==> src/rtl/rr_select_arbiter24.sv <==
// rr_select_arbiter24: round-robin arbiter in front of a 5-to-24 select decoder.
// Emits a binary grant index + enable (decoder input format) and a registered
// one-hot grant. A grant is held until done, request withdrawal, or (with
// ARB_TIMEOUT_EN defined) a forced release after MAX_HOLD cycles.
// Optional feature macro: ARB_TIMEOUT_EN.

// Per-requester cell: flags a request that sits at or above the priority pointer.
module rr_select_arbiter24_lane #(
  parameter int IDX   = 0,
  parameter int IDX_W = 5
) (
  input  logic             req,
  input  logic [IDX_W-1:0] ptr,
  output logic             hi
);
  assign hi = req && (IDX_W'(IDX) >= ptr);
endmodule

module rr_select_arbiter24 #(
  parameter int N_REQ    = 24,
  parameter int IDX_W    = 5,
  parameter int MAX_HOLD = 16
) (
  input  logic             clk,
  input  logic             rst,
  input  logic [N_REQ-1:0] req,
  input  logic             done,
  output logic [IDX_W-1:0] gnt_idx,
  output logic             gnt_en,
  output logic [N_REQ-1:0] gnt_onehot,
  output logic             timeout
);

  // Elaboration-time guard on illegal configurations.
  if (N_REQ < 2 || N_REQ > 32 || (2 ** IDX_W) < N_REQ || MAX_HOLD < 1) begin : g_bad_param
    $error("rr_select_arbiter24: illegal parameter combination");
  end

  typedef enum logic {IDLE, GRANT} state_t;

  localparam logic [N_REQ-1:0] ONE  = N_REQ'(1);
  localparam logic [IDX_W-1:0] LAST = IDX_W'(N_REQ - 1);

  state_t           state, state_nxt;
  logic [IDX_W-1:0] ptr;
  logic [N_REQ-1:0] hi_req;
  logic [IDX_W-1:0] win_lo, win_hi, win_idx;
  logic             any_hi;
  logic             req_any;
  logic             owner_req;
  logic             expire;
  logic             release_now;

  // Split requests into "at or after ptr" so the circular search becomes two linear ones.
  for (genvar i = 0; i < N_REQ; i++) begin : g_lane
    rr_select_arbiter24_lane #(.IDX(i), .IDX_W(IDX_W)) u_lane (
      .req (req[i]),
      .ptr (ptr),
      .hi  (hi_req[i])
    );
  end

  // Lowest set bit at/after ptr wins; otherwise wrap to the lowest set bit overall.
  always_comb begin
    win_lo = '0;
    win_hi = '0;
    any_hi = 1'b0;
    for (int i = N_REQ - 1; i >= 0; i--) begin
      if (req[i]) win_lo = IDX_W'(i);
      if (hi_req[i]) begin
        win_hi = IDX_W'(i);
        any_hi = 1'b1;
      end
    end
    win_idx = any_hi ? win_hi : win_lo;
  end

  assign req_any   = |req;
  assign owner_req = req[gnt_idx];

`ifdef ARB_TIMEOUT_EN
  localparam int HOLD_W = $clog2(MAX_HOLD + 1);

  logic [HOLD_W-1:0] hold_cnt;
  logic              force_rel;

  // Counts completed GRANT cycles; cleared whenever idle so each grant starts at zero.
  always_ff @(posedge clk) begin
    if (rst)                hold_cnt <= '0;
    else if (state == GRANT) hold_cnt <= hold_cnt + 1'b1;
    else                    hold_cnt <= '0;
  end

  // Expiry in the last allowed GRANT cycle; done takes precedence and suppresses the pulse.
  assign expire    = (state == GRANT) && (hold_cnt == HOLD_W'(MAX_HOLD - 1));
  assign force_rel = expire && !done && owner_req;

  // One-cycle pulse in the cycle after a forced release edge.
  always_ff @(posedge clk) begin
    if (rst) timeout <= 1'b0;
    else     timeout <= release_now && force_rel;
  end
`else
  assign expire  = 1'b0;
  assign timeout = 1'b0;
`endif

  // All release causes collapse into one event.
  assign release_now = (state == GRANT) && (done || !owner_req || expire);

  // State register.
  always_ff @(posedge clk) begin
    if (rst) state <= IDLE;
    else     state <= state_nxt;
  end

  // Next state: arbitrate from IDLE, return to IDLE on any release.
  always_comb begin
    state_nxt = state;
    case (state)
      IDLE:    if (req_any)     state_nxt = GRANT;
      GRANT:   if (release_now) state_nxt = IDLE;
      default:                  state_nxt = IDLE;
    endcase
  end

  // Grant outputs and priority pointer; idx is frozen while granted and held after release.
  always_ff @(posedge clk) begin
    if (rst) begin
      gnt_idx    <= '0;
      gnt_en     <= 1'b0;
      gnt_onehot <= '0;
      ptr        <= '0;
    end else if (state == IDLE && req_any) begin
      gnt_idx    <= win_idx;
      gnt_en     <= 1'b1;
      gnt_onehot <= ONE << win_idx;
    end else if (release_now) begin
      gnt_en     <= 1'b0;
      gnt_onehot <= '0;
      ptr        <= (gnt_idx == LAST) ? '0 : gnt_idx + 1'b1;
    end
  end

endmodule
==> config.mk <==
export PLATFORM = sky130hd
export DESIGN_NAME = rr_select_arbiter24
export DESIGN_NICKNAME = d
export VERILOG_FILES = /design/src/rtl/rr_select_arbiter24.sv
export SDC_FILE = /design/constraint.sdc
export NUM_CORES = 1
export LEC_CHECK = 0
export ABC_AREA = 1
export ABC_CLOCK_PERIOD_IN_PS = 3520
export CORE_AREA = 5 5 96 76
export DETAILED_ROUTE_END_ITERATION = 10
export DIE_AREA = 0 0 101 81
export GPL_TIMING_DRIVEN = 0
export PLACE_DENSITY_LB_ADDON = 0.1
export SLEW_MARGIN = 20
export SYNTH_ARGS = -nofsm -noshare
export SYNTH_HDL_FRONTEND = slang
export SYNTH_SLANG_ARGS = --single-unit
==> constraint.sdc <==
create_clock -name clk -period 3.52 [get_ports clk]
set_clock_uncertainty 0.15 [all_clocks]
set_input_delay 0.704 -clock clk [delete_from_list [all_inputs] [get_ports clk]]
set_output_delay 0.704 -clock clk [all_outputs]
set_load 0.05 [all_outputs]
==> impl_metrics.tcl <==
set metrics [dict create \
    grt_use_met2_pct 27.9 \
    synth.top_cell.area_share_pct 27.3 \
    pre_cts_ws_ns -0.0410 \
    syn_area_per_cell_um2 6.07 \
    cts_hold_buffers 0 \
    synthArstFlopShare_pct 0 \
    synth_area_mm2 0.00264 \
    status "complete, no violations" \
    finalInstanceArea_mm2 0.00340 \
    min_period_ns 3.25 \
    layout-drive-gt1-share_pct 10.0 \
    dpl-instance-area_mm2 0.00330 \
    nNetsFinal 526 \
    die_height_um 81 \
    path_max_fanout 6 \
    ys.flop_type "dfxtp_1" \
    hold_viol 0 \
    r2r_start "gnt_idx[0]" \
    clk_pin_slew_ns 0.08 \
    worstMarginPinSlew_ns 0.517 \
    cts.sinks 36 \
    synth_mux_area_share_pct 0 \
    io_pins 58 \
    ys_warn_count 0 \
    cts.root.buffer_cell "clkbuf_8" \
    gp_congestion 0.975 \
    critPathArrivalTime_ns 3.33 \
    drc 0 \
    max_freq_ghz 0.308 \
    grt-ovfl-total 0 \
    rows 25 \
    diodes 0 \
    slew-limit-headroom_pct 65.3 \
    grt_max_degree 13 \
    synthToLayoutAreaGrowth_pct 29.0 \
    dp_hpwl_um 6470 \
    regToRegSetupSlack_ns 0.33 \
    drt_wl_total_um 8110 \
    grt.busiest_layer "met1" \
    holdWs_ns 0.315 \
    power.density_mw_per_mm2 375 \
    cts_tree "yes" \
    synth_xor_area_share_pct 0.332 \
    cts-buffers-inserted 5 \
    grtUsageTotal_pct 20.1 \
    nFillCells 644 \
    min_to "gnt_onehot[20]" \
    hold_path_depth 2 \
    cts.htree.levels 2 \
    start_util_pct 42.8 \
    synth.distinct_cells 40 \
    clock_path_buffers 2 \
    hold_path_startpoint "gnt_onehot[20]" \
    setup-violations-final 0 \
    io_buffers 56 \
    rsz0062_at_grt "false" \
    crit_type "in -> reg" \
    synth-simple-area-share_pct 37.7 \
    end_kind "flop" \
    die_w_um 101 \
    synth_seq_cells 36 \
    firstDrtPassIters 4 \
    cap_violations 0 \
    ir_drop_mv 0.208 \
    critPathLaunchType "input pin" \
    synth_edf_count 0 \
    clk_latency_ns 0.29 \
    avgViaCountPerCell 5.06 \
    syn_inst 434 \
    routedWlPerCell_um 14.0 \
    synth_compound_area_share_pct 21.0 \
    r2r_cells 15 \
    ys_seq_area_share_pct 27.3 \
    core_mm2 0.00616 \
    reg2reg_to "gnt_onehot[12]" \
    use_met3_pct 3.95 \
    drtIter0Drc 197 \
    min_path_type "reg -> reg" \
    synth_common_cells "nand2_1, nor2_1, inv_1" \
    seq_area_um2 721 \
    dieArea_mm2 0.00818 \
    grt_use_met1_pct 31.7 \
    via_count 2933 \
    multi_input_area_mm2 0.00158 \
    p_leak_uw 0.00142 \
    synthTopCellsByArea "dfxtp_1, nand2_1, nor2_1" \
    antenna_found_initial 0 \
    grt_pass1_vias 2636 \
    cp_data_required_time_ns 3.60 \
    drv_slew 0 \
    synth_top_family_by_area "simple AND/OR/NAND/NOR gates" \
    fin_ws_ns 0.269 \
    synth.most_common_cell "nand2_1" \
    syn_nets 462 \
    synthAdderAreaFrac_pct 0.475 \
    synth_largest_area_cell "dfxtp_1" \
    grt_pass1_wl_um 12900 \
    period_share_pct 92.4 \
    ant_nets 0 \
]
-- how the worst max path moves through the flow --
stage / startpoint / depth (start not counted) / end
3_3_place_gp: req[3] / 12 / gnt_onehot[1]
5_1_grt: req[23] / 23 / gnt_onehot[3]
3_5_place_dp: req[23] / 23 / gnt_onehot[19]
6_report: req[23] / 23 / gnt_onehot[3]
4_1_cts: req[23] / 23 / gnt_onehot[23]
2_1_floorplan: gnt_idx[0] / 15 / gnt_onehot[20]
-- cells by family (layout without fill, tap and decap cells) --
logic type | count (synthesis) | after routing
AO/OA/AOI/OAI | 85 | 85
XOR/XNOR | 1 | 1
adder cells (fa/ha/maj) | 1 | 1
buffers and inverters | 86 | 151
flip-flops | 36 | 36
other | 1 | 1
AND/OR/NAND/NOR | 224 | 224
-- per-stage QoR --
stage                     setup TNS [ns]  power (uW)  std cells  utilization [%]
final                                  0        1270        580             55.2
after floorplan                        0         811        434                -
after CTS                              0        1270        579             54.9
after global placement            -0.273         966        571             53.5
after detailed placement          -0.223         968        571             53.5
after global routing                   0        1360        580             55.2
-- cell type report --
type / count / share of cell area, %
Clock buffer: 5 / 2.02
Tap cell: 81 / 2.98
Multi-Input combinational cell: 312 / 46.5
Clock inverter: 3 / 0.552
Inverter: 75 / 8.43
Buffer: 11 / 1.62
Timing Repair Buffer: 57 / 16.7
Sequential cell: 36 / 21.2
-- layout by cell type (no fill, tap or decap), types with 3 or more instances in the layout --
| cell | netlist | layout |
|---|---|---|
| a211oi_1 | 3 | 3 |
| a21oi_1 | 34 | 34 |
| clkbuf_1 | 7 | 7 |
| clkbuf_8 | 0 | 5 |
| clkdlybuf4s50_1 | 0 | 56 |
| dfxtp_1 | 36 | 36 |
| inv_1 | 62 | 62 |
| inv_2 | 10 | 10 |
| nand2_1 | 89 | 89 |
| nand2_2 | 3 | 3 |
| nand3_1 | 25 | 25 |
| nand4_1 | 11 | 11 |
| nor2_1 | 71 | 71 |
| nor2_2 | 9 | 9 |
| nor3_1 | 7 | 7 |
| o211ai_1 | 10 | 10 |
| o21ai_0 | 22 | 22 |
-- power by group --
part | internal, uW | total (uW) | switching (uW) | leakage (uW)
clock network | 138 | 301 | 163 | 0.0000479
registers | 430 | 457 | 26.5 | 0.000292
logic | 172 | 516 | 344 | 0.00107
-- routing by layer --
layer	part of all wire, %	vias to the layer above	routed length [um]
li1	-	1535	-
met2	39	88	3180
met5	0	-	0
met3	8.8	4	714
met4	0.47	0	38
met1	51	1306	4170
-- state kept, by name, indices dropped and copies added (netlist names) --
name,flops
ptr,5
gnt_onehot,24
gnt_en,1
gnt_idx,5
state,1
-- worst max-delay path, stage by stage --
cell	delay, ns
clkdlybuf4s50_1	0.48
inv_1	0.07
o21ai_0	0.17
a21oi_1	0.09
nor2_1	0.10
nor2_1	0.05
o21ai_0	0.20
a21oi_1	0.09
o21ai_0	0.15
a21oi_1	0.09
o21ai_0	0.16
nand2_1	0.07
nand2_1	0.06
nand2_1	0.05
nand2_1	0.05
nand2_1	0.04
nand2_1	0.05
nand2_1	0.13
nand2_4	0.14
nand4_1	0.14
nor2_1	0.13
nor2_1	0.05
nor2_1	0.08
-- repair_timing --
item,4_1_cts,5_1_grt
endpoints found under the setup margin,0,8
setup buffers,0,1
resized for setup,0,1
Power figures use the tool's default switching activity.
